===== src/rtl/mat_mem_uart_tx.sv =====
// Row-major ROWS x COLS matrix reader: each element goes out MSB byte first as 8N1 UART frames, optionally followed by ','/'\n'.
// Latency: first start bit 3 clocks after the start edge. No backpressure: the memory must return data one clock after mem_rd_en.
module mat_mem_uart_tx #(
    parameter int          ROWS         = 3,
    parameter int          COLS         = 3,
    parameter int          DATA_W       = 16,
    parameter int          ADDR_W       = 8,
    parameter int unsigned BASE_ADDR    = 0,
    parameter int          CNT_W        = 4,
    parameter int          CLKS_PER_BIT = 10417,
    parameter int          SEP_EN       = 1
) (
    input  logic              clk,
    input  logic              rst,
    input  logic              read_R_mat,
    output logic [ADDR_W-1:0] mem_addr,
    output logic              mem_rd_en,
    input  logic [DATA_W-1:0] mem_rdata,
    output logic              tx_data,
    output logic              tx_status,
    output logic [4:0]        state_LED,
    output logic [CNT_W-1:0]  values_sent_count,
    output logic              done
);

    localparam int NBYTES  = DATA_W / 8;
    localparam int NFRAMES = NBYTES + ((SEP_EN != 0) ? 1 : 0);
    localparam int CLK_W   = (CLKS_PER_BIT > 1) ? $clog2(CLKS_PER_BIT) : 1;

    localparam logic [CLK_W-1:0]  LAST_CLK   = CLK_W'(CLKS_PER_BIT - 1);
    localparam logic [3:0]        LAST_COL   = 4'(COLS - 1);
    localparam logic [3:0]        LAST_ROW   = 4'(ROWS - 1);
    localparam logic [2:0]        LAST_FRAME = 3'(NFRAMES - 1);
    localparam logic [3:0]        STOP_BIT   = 4'd9;
    localparam logic [ADDR_W-1:0] BASE       = ADDR_W'(BASE_ADDR);

    typedef enum logic [4:0] {
        S_IDLE  = 5'b00001,
        S_FETCH = 5'b00010,
        S_LOAD  = 5'b00100,
        S_SEND  = 5'b01000,
        S_DONE  = 5'b10000
    } state_t;

    state_t             state_q, state_d;
    logic               read_r_prev_q;
    logic [3:0]         r_q, r_d;
    logic [3:0]         c_q, c_d;
    logic [CLK_W-1:0]   clk_cnt_q, clk_cnt_d;
    logic [3:0]         bit_idx_q, bit_idx_d;
    logic [2:0]         byte_idx_q, byte_idx_d;
    logic [DATA_W-1:0]  value_q, value_d;
    logic               tx_q, tx_d;
    logic               status_q, status_d;
    logic [CNT_W-1:0]   cnt_q, cnt_d;
    logic               done_q, done_d;
    logic               rd_en_q, rd_en_d;
    logic [ADDR_W-1:0]  addr_q, addr_d;

    logic               start;
    logic               bit_end;
    logic               frame_end;
    logic               value_end;
    logic [7:0]         cur_byte;
    logic               frame_bit;

    assign start     = read_R_mat & ~read_r_prev_q;
    assign bit_end   = (clk_cnt_q == LAST_CLK);
    assign frame_end = bit_end && (bit_idx_q == STOP_BIT);
    assign value_end = frame_end && (byte_idx_q == LAST_FRAME);

    // Frames past the data bytes carry the separator for the current column.
    always_comb begin
        cur_byte = (c_q == LAST_COL) ? 8'h0A : 8'h2C;
        for (int i = 0; i < NBYTES; i++) begin
            if (byte_idx_q == 3'(NBYTES - 1 - i)) begin
                cur_byte = value_q[8*i +: 8];
            end
        end
    end

    always_comb begin
        case (bit_idx_q)
            4'd0:     frame_bit = 1'b0;
            STOP_BIT: frame_bit = 1'b1;
            default:  frame_bit = cur_byte[3'(bit_idx_q - 4'd1)];
        endcase
    end

    always_comb begin
        state_d    = state_q;
        r_d        = r_q;
        c_d        = c_q;
        clk_cnt_d  = clk_cnt_q;
        bit_idx_d  = bit_idx_q;
        byte_idx_d = byte_idx_q;
        value_d    = value_q;
        tx_d       = 1'b1;
        status_d   = status_q;
        cnt_d      = cnt_q;
        done_d     = 1'b0;
        rd_en_d    = 1'b0;
        addr_d     = addr_q;

        case (state_q)
            S_IDLE: begin
                if (start) begin
                    state_d  = S_FETCH;
                    cnt_d    = '0;
                    status_d = 1'b1;
                    r_d      = '0;
                    c_d      = '0;
                    addr_d   = BASE;
                    rd_en_d  = 1'b1;
                end
            end
            S_FETCH: begin
                state_d    = S_LOAD;
                clk_cnt_d  = '0;
                bit_idx_d  = '0;
                byte_idx_d = '0;
            end
            S_LOAD: begin
                state_d = S_SEND;
                value_d = mem_rdata;
            end
            S_SEND: begin
                // tx lags the counters by one clock, so the final stop-bit cycle overlaps FETCH.
                tx_d = frame_bit;
                if (bit_end) begin
                    clk_cnt_d = '0;
                    if (bit_idx_q == STOP_BIT) begin
                        bit_idx_d  = '0;
                        byte_idx_d = byte_idx_q + 3'd1;
                    end else begin
                        bit_idx_d = bit_idx_q + 4'd1;
                    end
                end else begin
                    clk_cnt_d = clk_cnt_q + CLK_W'(1);
                end
                if (value_end) begin
                    cnt_d = cnt_q + CNT_W'(1);
                    if (c_q == LAST_COL) begin
                        c_d = '0;
                        r_d = r_q + 4'd1;
                    end else begin
                        c_d = c_q + 4'd1;
                    end
                    if ((c_q == LAST_COL) && (r_q == LAST_ROW)) begin
                        state_d  = S_DONE;
                        status_d = 1'b0;
                        done_d   = 1'b1;
                    end else begin
                        state_d = S_FETCH;
                        rd_en_d = 1'b1;
                        addr_d  = addr_q + ADDR_W'(1);
                    end
                end
            end
            S_DONE: begin
                if (!read_R_mat) begin
                    state_d = S_IDLE;
                end
            end
            default: begin
                state_d  = S_IDLE;
                status_d = 1'b0;
            end
        endcase
    end

    always_ff @(posedge clk or negedge rst) begin
        if (!rst) begin
            state_q       <= S_IDLE;
            read_r_prev_q <= 1'b0;
            r_q           <= '0;
            c_q           <= '0;
            clk_cnt_q     <= '0;
            bit_idx_q     <= '0;
            byte_idx_q    <= '0;
            value_q       <= '0;
            tx_q          <= 1'b1;
            status_q      <= 1'b0;
            cnt_q         <= '0;
            done_q        <= 1'b0;
            rd_en_q       <= 1'b0;
            addr_q        <= BASE;
        end else begin
            state_q       <= state_d;
            read_r_prev_q <= read_R_mat;
            r_q           <= r_d;
            c_q           <= c_d;
            clk_cnt_q     <= clk_cnt_d;
            bit_idx_q     <= bit_idx_d;
            byte_idx_q    <= byte_idx_d;
            value_q       <= value_d;
            tx_q          <= tx_d;
            status_q      <= status_d;
            cnt_q         <= cnt_d;
            done_q        <= done_d;
            rd_en_q       <= rd_en_d;
            addr_q        <= addr_d;
        end
    end

    assign mem_addr          = addr_q;
    assign mem_rd_en         = rd_en_q;
    assign tx_data           = tx_q;
    assign tx_status         = status_q;
    assign state_LED         = state_q;
    assign values_sent_count = cnt_q;
    assign done              = done_q;

endmodule


===== config.mk =====
export PLATFORM = sky130hd
export DESIGN_NAME = mat_mem_uart_tx
export DESIGN_NICKNAME = d
export VERILOG_FILES = /design/src/rtl/mat_mem_uart_tx.sv
export SDC_FILE = /design/constraint.sdc
export NUM_CORES = 1
export LEC_CHECK = 0
export ABC_AREA = 1
export CAP_MARGIN = 20
export CORE_ASPECT_RATIO = 0.9
export CORE_MARGIN = 4
export CORE_UTILIZATION = 50
export CTS_BUF_LIST = sky130_fd_sc_hd__clkbuf_2 sky130_fd_sc_hd__clkbuf_4 sky130_fd_sc_hd__clkbuf_8
export CTS_CLUSTER_DIAMETER = 80
export DETAILED_ROUTE_END_ITERATION = 16
export PLACE_DENSITY = 0.72
export SYNTH_ARGS = -nofsm -noshare
export SYNTH_HDL_FRONTEND = slang
export SYNTH_SLANG_ARGS = --single-unit

===== constraint.sdc =====
create_clock -name clk -period 2 [get_ports clk]
set_input_delay 0.3 -clock clk [delete_from_list [all_inputs] [get_ports clk]]
set_output_delay 0.3 -clock clk [all_outputs]
set_load 0.01 [all_outputs]

# --- Word-level counts from Yosys, hierarchy flattened ---
# Index checks and enable logic that the tools add are counted.
totals:
  ff_bits: 67
classes:
  addsub: 8
  order_cmp: 1
  eq_ne: 19
  mux: 44
  bitwise: 3
  n_reduce_logical: 15
op_table:
  columns: ["op", "n"]
  rows:
  - ["8-bit two-way mux", 5]
  - ["4-bit two-way mux", 8]
  - ["4-bit case mux with 2 select lines", 4]
  - ["14-bit case mux with 2 select lines", 1]
  - ["5-bit case mux with 5 select lines", 1]
  - ["5-bit two-way mux", 4]
  - ["4-bit by 1-bit adder with 4-bit output (second input constant)", 4]
  - ["2-bit inequality test (second input constant)", 8]
  - ["8-bit case mux with 2 select lines", 1]
  - ["14-bit by 1-bit adder with 14-bit output (second input constant)", 1]
  - ["14-bit == test (second input constant)", 1]
  - ["14-bit two-way mux", 1]
  - ["4-bit AND reduction", 3]
  - ["1-bit two-way mux", 11]
  - ["3-bit AND reduction", 3]
  - ["8-bit by 1-bit adder with 8-bit output (second input constant)", 1]
  - ["4-bit by 2-bit == test with 1-bit output (second input constant)", 2]
  - ["3-bit two-way mux", 2]
  - ["6-bit two-way mux", 1]
  - ["3-bit case mux with 2 select lines", 1]
  - ["5-bit by 1-bit == test with 1-bit output (second input constant)", 1]
  - ["5-bit by 2-bit == test with 1-bit output (second input constant)", 1]
  - ["5-bit by 3-bit == test with 1-bit output (second input constant)", 1]
  - ["5-bit by 4-bit == test with 1-bit output (second input constant)", 1]
  - ["18 further kinds", 23]

# --- Longest topological paths before layout ---
# Gate-level depths: netlist (run 1).
logic_depth:
  word_depth: 8
  depth_mapped: 12
  mapped_depth_nobuf: 12

# --- Worst setup path before layout (run 1) ---
# OpenSTA, ideal clock, no wires.
synth_timing:
  path_type: "register -> register"
  from: "reg bit_idx_q[1]"
  to: "reg c_q[1]"
  setup_time_ns: 0.121
  arrival_ns: 1.461
  required_time_ns: 1.879
  slack_ns: 0.419
  path_stages_with_launch: 12
  path_buffers: 1
  period_less_slack_ns: 1.581
  path_cell_list: "dfrtp_1 inv_1 ha_1 nand2_1 nor2_1 nand3_1 nand3b_4 nand2_4 nand3_4 buf_6 nand2_1 o21ai_1"
synth_between:
  elab_chain_len: 5
synth_lines:
  columns: ["item", "line", "text"]
  rows:
  - ["from (decl)", "50", "logic [3:0] bit_idx_q, bit_idx_d;"]
  - ["from (signal assigned)", "194", "bit_idx_q <= bit_idx_d;"]
  - ["4-bit == test", "69", "assign frame_end = bit_end && (bit_idx_q == STOP_BIT);"]
  - ["1-bit logical AND", "69", null]
  - ["1-bit logical AND", "70", "assign value_end = frame_end && (byte_idx_q == LAST_FRAME);"]
  - ["2-bit inequality test (no line)", null, null]
  - ["3-bit AND reduction (no line)", null, null]
  - ["to (signal assigned)", "177", "c_q <= '0;"]
  - ["to (signal assigned)", "192", "c_q <= c_d;"]
  - ["to (decl)", "48", "logic [3:0] c_q, c_d;"]
# No other way between the ends.
# A chain may end at the register's enable or synchronous reset.

# --- Worst setup path in the final report (run 1) ---
layout_timing:
  from: "reg bit_idx_q[1]"
  to: "reg cnt_q[2], in the netlist values_sent_count[2]"
layout_between:
  elab_chain_len: 5
layout_lines:
  columns: ["item", "line", "text"]
  rows:
  - ["4-bit == test", "69", null]
  - ["1-bit logical AND", "69", null]
  - ["1-bit logical AND", "70", null]
  - ["2-bit inequality test (no line)", null, null]
  - ["3-bit AND reduction (no line)", null, null]
  - ["to (signal assigned)", "199", "cnt_q <= cnt_d;"]
  - ["to (decl)", "55", "logic [CNT_W-1:0] cnt_q, cnt_d;"]
# No other way between the ends.

==> summary.md, run 1 <==
| Metric | Value |
|---|---|
| Layout Utilization | `0.624` |
| XOR/XNOR Fraction of Synth Area | `0.0446` |
| # H-tree levels | `3` |
| Initial DRC count | `129` |
| Worst-Margin Slew | `0.450 ns` |
| P_leak | `around 2.2 nW` |
| Status | `complete, no violations` |
| Syn Nets | `between 400 and 500` |
| Crit path launch | `bit_idx_q[1]$_DFFE_PN0P_` |
| Cell area after synthesis | `~3700 um^2` |
| Combinational family with the most area after synthesis | `simple AND/OR/NAND/NOR gates` |
| Top cell type's share of synthesized area | `0.436` |
| EDFF count, synth | `0` |
| RSZ-0062 raised after global routing | `no` |
| Routability congestion estimate | `roughly 0.85` |
| Hold Vio Cnt, Final | `0` |
| Total setup buffers inserted after CTS | `0` |
| Post-synthesis sequential area ratio | `0.450` |
| Nets | `~530` |
| Vias in the first global route | `2949` |
| Fraction of layout instances using a drive strength above 1 | `0.147` |
| # IOs | `40` |
| WP data arrival | `about 2 ns` |
| CTS Sinks | `between 60 and 70` |
| Synth Area in Simple Gates | `0.278` |
| Syn-to-layout area delta | `19.5%` |
| Max-slew violations | `0` |
| Post-Synthesis Cells | `roughly 450` |
| CP cell instances | `inv_1 -> ha_1 -> nand2_1 -> nor2_2 -> nand3_1 -> nand3b_4 -> nand2_4 -> nand3_4 -> inv_1 -> nand2_1 -> nand2_1` |
| YS warnings | `0` |
| Worst hold margin | `~0.46 ns` |
| Core area | `~7000 um^2` |
| Final Total Pwr | `~0.0027 W` |
| Critical path required time | `2.28 ns` |
| Drt drc | `0` |
| Setup slack at placement | `0.151 ns` |
| First-pass DRT Iterations | `4` |
| Synth cell types | `34` |
| Top-count cell post-synth | `nand2_1` |
| Fmax | `roughly 560 MHz` |
| Crit path max fanout | `13` |
| Largest delay share family, worst path | `simple AND/OR/NAND/NOR gates` |
| First-pass GRT wire length | `around 14000 um` |
| Top_reg_cell synth | `dfrtp_1` |
| Largest area contributor in the netlist | `dfrtp_1` |
| Placed wire-length estimate | `approximately 5800 um` |
| CP max stage delay | `roughly 0.41 ns` |
| Relative slew slack | `0.700` |
| Min cycle time layout | `~1.8 ns` |
| Area of the multi-input gates | `around 1800 um^2` |
| Setup Viol. Count Final | `0` |
| Root buffer cell | `clkbuf_8` |
| MaxCap Viol Count | `0` |
| Setup CP Type | `register to register` |
| Die H | `approximately 90 um` |
| PortBufs | `39` |
| Post-synthesis mux area share | `0.0422` |
| R2R Path Start | `bit_idx_q[1]$_DFFE_PN0P_` |
| Tot GR Track Use | `0.188` |
| PnR worst setup slack | `around 0.22 ns` |
| Die width | `a little under 100 um` |
| Async SR Flop Fraction | `1.00` |
| Total CTS buffers | `9` |
| Post-synth top cells | `nand2_1, dfrtp_1, inv_1, nand3_1, nor2_1` |
| Routed vias | `3001` |
| CP endpoint kind | `register` |
| Final setup TNS | `0 ns` |
| Clk buf depth | `2` |
| Syn avg cell area | `roughly 8.4 um^2` |
| Clock Latency Late Sink | `0.34 ns` |
| Worst Path Buf+Inv | `2` |
| Max VDD drop | `between 0.3 and 0.4 mV` |
| Power Density | `607 nW/um^2` |
| Synthesized flop and latch total | `67` |
| Reg area | `1680 um^2` |
| Start point of the worst min-delay path | `read_R_mat` |
| DR WL/cell | `roughly 13 um` |
| Antenna violations before repair | `0` |
| Largest net degree at the start of global routing | `68` |
| Via density | `5.08` |
| Starting density of the core | `0.522` |
| Gr ovfl total | `0` |
| Total Wirelength | `around 8000 um` |
| Dominant cells by area after synthesis | `dfrtp_1, nand2_1, nand3_1, ha_1, inv_1` |
| Final Cycle Share | `0.891` |
| CTS tree | `yes` |
| Critical Path Slowest Stage Cell | `dfrtp_1` |
| Skew final | `about 0.011 ns` |
| Post-synthesis compound-gate area fraction | `0.0677` |
| Cell Rows | `29` |
| Diode count | `0` |
| Critical path launch point type | `register` |
| ANT nets after route | `0` |
| Most used cell, CP | `nand2_1` |
| Hold crit path type | `input pin to register` |
| CTS clk-pin slew, worst paths | `~0.07 ns` |
| Post-synthesis adder-cell area fraction | `0.0503` |
| Fillers | `~630` |
| Die area | `between 8000 and 9000 um^2` |
path summary, 6_finish.rpt:
check,to,slack [ns],cells after the start
max,values_sent_count[2]$_DFFE_PN0P_,0.22,11
min,read_r_prev_q$_DFF_PN0_,0.46,1
max reg2reg,values_sent_count[2]$_DFFE_PN0P_,0.22,11
min reg2reg,tx_status$_DFFE_PN0P_,0.49,2
max in group asynchronous,state_LED[0]$_DFFE_PN1P_,1.18,3
min in group asynchronous,value_q[13]$_DFFE_PN0P_,0.51,3
metrics by stage:
step	area, um^2	instances
after detailed placement	4230	574
after floorplan	3730	446
after global placement	4230	574
after global routing	4460	591
after CTS	4460	591
final	4460	591
repair_timing:
| action | CTS | global route |
|---|---|---|
| gates resized for setup | 0 | 2 |
| hold buffers | 1 | 0 |
| endpoints found under the setup margin | 0 | 11 |
| endpoints found under the hold margin | 65 | 0 |
final cells by class:
class	count	area share
Tap cell	93	0.0261
Timing Repair Buffer	47	0.103
Clock buffer	11	0.0311
Clock inverter	5	0.0174
Sequential cell	67	0.376
Multi-Input combinational cell	320	0.405
Inverter	48	0.0404
power breakdown:
group,total (W),switching (W),internal (W)
logic,0.0000937,0.0000420,0.0000517
clock network,0.00123,0.000506,0.000726
registers,0.00138,0.00000925,0.00137
total,0.00271,0.000557,0.00215
logic make-up (layout without fill, tap and decap cells):
family,count (synthesis),in the layout
buffers and inverters,59,111
AO/OA/AOI/OAI,42,42
XOR/XNOR,19,19
flip-flops,67,67
AND/OR/NAND/NOR,230,230
multiplexers,14,14
adder cells (fa/ha/maj),15,15
cells in the final DEF (no fill, tap or decap), types with 4 or more instances in the layout:
cell             count
dfrtp_1             65
mux2_2              14
ha_1                15
inv_1               42
xnor2_1              4
o21ai_2              6
xor2_1              15
nor3_1               5
o21ai_1              5
nand2_1            114
o22ai_1              5
o21ai_0             18
clkbuf_8             9
inv_2                6
a21oi_1              4
nand4_1              9
clkdlybuf4s50_1     38
buf_4                6
nand2_2              6
nor2_1              40
nand3_1             41
or2_2                6
registers in the layout (all words and copies together) (netlist names), 3 cells and up:
| name | count |
|---|---|
| c_q | 4 |
| values_sent_count | 4 |
| r_q | 4 |
| clk_cnt_q | 14 |
| byte_idx_q | 3 |
| state_LED | 5 |
| value_q | 16 |
| bit_idx_q | 4 |
| mem_addr | 8 |
per-layer routing:
metal  vias up  GRT usage  wire length [um]
li1       1529          -                 -
met1      1414      0.261              3790
met2        50      0.288              3690
met3         8     0.0503               301
met4         0     0.0546                59
met5         -          0                 0
(Power assumes the default switching activity.)
==> run 2, diff against run 1 <==
--- a/config.mk
+++ b/config.mk
@@ -13,7 +13,7 @@
 export CTS_BUF_LIST = sky130_fd_sc_hd__clkbuf_2 sky130_fd_sc_hd__clkbuf_4 sky130_fd_sc_hd__clkbuf_8
 export CTS_CLUSTER_DIAMETER = 80
 export DETAILED_ROUTE_END_ITERATION = 16
-export PLACE_DENSITY = 0.72
+export PLACE_DENSITY = 0.7
 export SYNTH_ARGS = -nofsm -noshare
 export SYNTH_HDL_FRONTEND = slang
 export SYNTH_SLANG_ARGS = --single-unit
==> run 2 against run 1 <==
  * Register-to-register slack hardly changed
  * Critical path type unchanged
  * Core utilization down 0.31 points
  * Design area decreased by 0.50%
  * Worst setup slack got worse by 0.012 ns
  * Die area unchanged
  * Wire length increased by 1.8%
  * Cell count rose by 0.34%
  * Critical path depth fell by 1
  * Highest routed layer unchanged
  * Sequential share of layout area rose by 0.19 points
  * Largest cell class unchanged
  * Largest power group unchanged
  * Via count increased by 1.5%
  * Global-route usage rose by 0.18 points
==> summary.md, run 2 (same netlist as run 1, synthesis figures left out) <==
| Metric | Value |
|---|---|
| Top reg by flops | `value_q` |
| Critical path launch point type | `register` |
| Skew final | `about 0.0097 ns` |
| Sw frac | `0.238` |
| Max-slew violations | `0` |
| Routed vias | `around 3000` |
| Die area | `8920 um^2` |
| Fmax | `about 560 MHz` |
| Largest net degree at the start of global routing | `25` |
| Cell Rows | `29` |
| CP cell instances | `inv_1 -> ha_1 -> nand2_1 -> nor2_1 -> nand3_1 -> nand3b_4 -> nand2_4 -> nand3_2 -> nand2_1 -> o21ai_0` |
| First-pass GRT wire length | `approximately 14000 um` |
| Root buffer cell | `clkbuf_8` |
| Initial DRC count | `160` |
| Die width | `between 90 and 100 um` |
| Max reg flops | `16` |
| Fillers | `around 640` |
| Pint | `0.00187 W` |
| Relative slew slack | `0.603` |
| Crit path max fanout | `8` |
| RSZ-0062 raised after global routing | `no` |
| R2R Setup Slk | `0.21 ns` |
| Hold crit path type | `input pin to register` |
| Worst-Margin Slew | `between 0.5 and 0.6 ns` |
| Nets | `529` |
| Die H | `about 90 um` |
| Gr ovfl total | `0` |
| CP max stage delay | `around 0.41 ns` |
| Max VDD drop | `between 0.4 and 0.5 mV` |
| Clk network pwr share | `0.396` |
| Sw Pwr | `between 0.0005 and 0.0006 W` |
| Clk buf depth | `2` |
| # H-tree levels | `3` |
| Setup Viol. Count Final | `0` |
| Routability congestion estimate | `just over 0.8` |
| Diode count | `0` |
| Status | `complete, no violations` |
| Largest delay share family, worst path | `simple AND/OR/NAND/NOR gates` |
| CP endpoint kind | `register` |
| Total Wirelength | `roughly 8000 um` |
| Met2 global-route usage | `0.281` |
| Total setup buffers inserted after CTS | `0` |
| P_leak | `approximately 2.2 nW` |
| Starting density of the core | `0.522` |
| Tot GR Track Use | `0.190` |
| CTS Sinks | `67` |
| Gr busiest metal | `met2` |
| Worst Path Buf+Inv | `1` |
| Area after DPL | `about 4300 um^2` |
| Critical path required time | `roughly 2.2 ns` |
| Final setup TNS | `0 ns` |
| Vias in the first global route | `just under 3000` |
| Placed wire-length estimate | `6100 um` |
| Final Cycle Share | `0.896` |
| PortBufs | `39` |
| First-pass DRT Iterations | `5` |
| MaxCap Viol Count | `0` |
| Fraction of layout instances using a drive strength above 1 | `0.148` |
| # IOs | `40` |
| Sequential share of power | `0.564` |
| Setup CP Type | `register to register` |
| Hold Vio Cnt, Final | `0` |
| DR WL/cell | `roughly 13 um` |
| Core area | `a little over 7000 um^2` |
| Antenna violations before repair | `0` |
| CTS clk-pin slew, worst paths | `~0.07 ns` |
| Commonest non-fill, non-tap cells in the layout | `nand2_1, dfrtp_1, inv_1` |
| Share of power burned in combinational logic | `0.041` |
| Min cycle time layout | `~1.8 ns` |
| Commonest non-fill, non-tap cell in the layout | `nand2_1` |
| Syn-to-layout area delta | `18.9%` |
| Met3 Resource Use GR | `0.0457` |
| Critical Path Slowest Stage Cell | `dfrtp_1` |
| Area of the multi-input gates | `approximately 1800 um^2` |
| Power Density | `between 500 and 600 nW/um^2` |
| ANT nets after route | `0` |
| M1 GR Usage | `0.270` |
| Design area | `between 4000 and 5000 um^2` |
| CTS tree | `yes` |
| Reg area | `roughly 1700 um^2` |
| Drt drc | `0` |
| Total CTS buffers | `9` |
| WP data arrival | `about 2 ns` |
| Most used cell, CP | `nand2_1` |
| Clock Latency Late Sink | `0.35 ns` |
| Via density | `slightly above 5` |
## run 2: layout make-up
type | count | area share
Sequential cell | 67 | 0.378
Clock buffer | 9 | 0.0279
Tap cell | 93 | 0.0262
Clock inverter | 7 | 0.0101
Inverter | 48 | 0.0406
Timing Repair Buffer | 49 | 0.110
Multi-Input combinational cell | 320 | 0.407
## run 2: repair_timing
action,4_1_cts,5_1_grt
resized for setup,0,1
hold buffers,1,0
hold endpoints to repair,21,0
setup endpoints to repair,0,6
## run 2: path summary, 6_finish.rpt
path | depth (start not counted) | end | start
min in group asynchronous | 2 | value_q[11]$_DFFE_PN0P_ | rst
hold reg to reg | 2 | tx_status$_DFFE_PN0P_ | tx_status$_DFFE_PN0P_
hold / removal | 1 | read_r_prev_q$_DFF_PN0_ | read_R_mat
setup / recovery | 10 | r_q[0]$_DFFE_PN0P_ | bit_idx_q[1]$_DFFE_PN0P_
max in group asynchronous | 3 | tx_data$_DFF_PN1_ | rst
setup reg to reg | 10 | r_q[0]$_DFFE_PN0P_ | bit_idx_q[1]$_DFFE_PN0P_
## run 2: per-stage QoR
step | total power [W] | cells | hold WS (ns) | worst slack, ns | util
after global routing | 0.00255 | 593 | 0.470 | 0.0312 | 0.621
after CTS | 0.00249 | 593 | 0.462 | 0.136 | 0.621
after floorplan | 0.00143 | 446 | 0.00441 | 0.419 | -
after detailed placement | 0.00151 | 576 | 0.340 | 0.156 | 0.596
final | 0.00245 | 593 | 0.473 | 0.207 | 0.621
after global placement | 0.00151 | 576 | 0.336 | 0.213 | 0.596
## run 2: power groups by stage
stage / clock (W) / combinational, W / sequential [W]
2_1_floorplan: 0 / 0.0000252 / 0.00140
3_3_place_gp: 0 / 0.0000995 / 0.00141
3_5_place_dp: 0 / 0.000102 / 0.00141
4_1_cts: 0.00100 / 0.000104 / 0.00138
5_1_grt: 0.00106 / 0.000113 / 0.00138
6_report: 0.000970 / 0.000100 / 0.00138
## run 2: layer usage
metal | routed length, um | part of all wire | up-vias
li1 | - | - | 1537
met4 | 126 | 0.016 | 0
met2 | 3620 | 0.45 | 54
met1 | 3950 | 0.50 | 1444
met5 | 0 | 0 | -
met3 | 279 | 0.035 | 12
==> run 3, diff against run 2 <==
--- a/config.mk
+++ b/config.mk
@@ -13,6 +13,7 @@
 export CTS_BUF_LIST = sky130_fd_sc_hd__clkbuf_2 sky130_fd_sc_hd__clkbuf_4 sky130_fd_sc_hd__clkbuf_8
 export CTS_CLUSTER_DIAMETER = 80
 export DETAILED_ROUTE_END_ITERATION = 16
+export HOLD_SLACK_MARGIN = 0.06
 export PLACE_DENSITY = 0.7
 export SYNTH_ARGS = -nofsm -noshare
 export SYNTH_HDL_FRONTEND = slang
==> results of run 3 <==
Same layout as run 2: the final DEF is identical, and so are final timing and power.
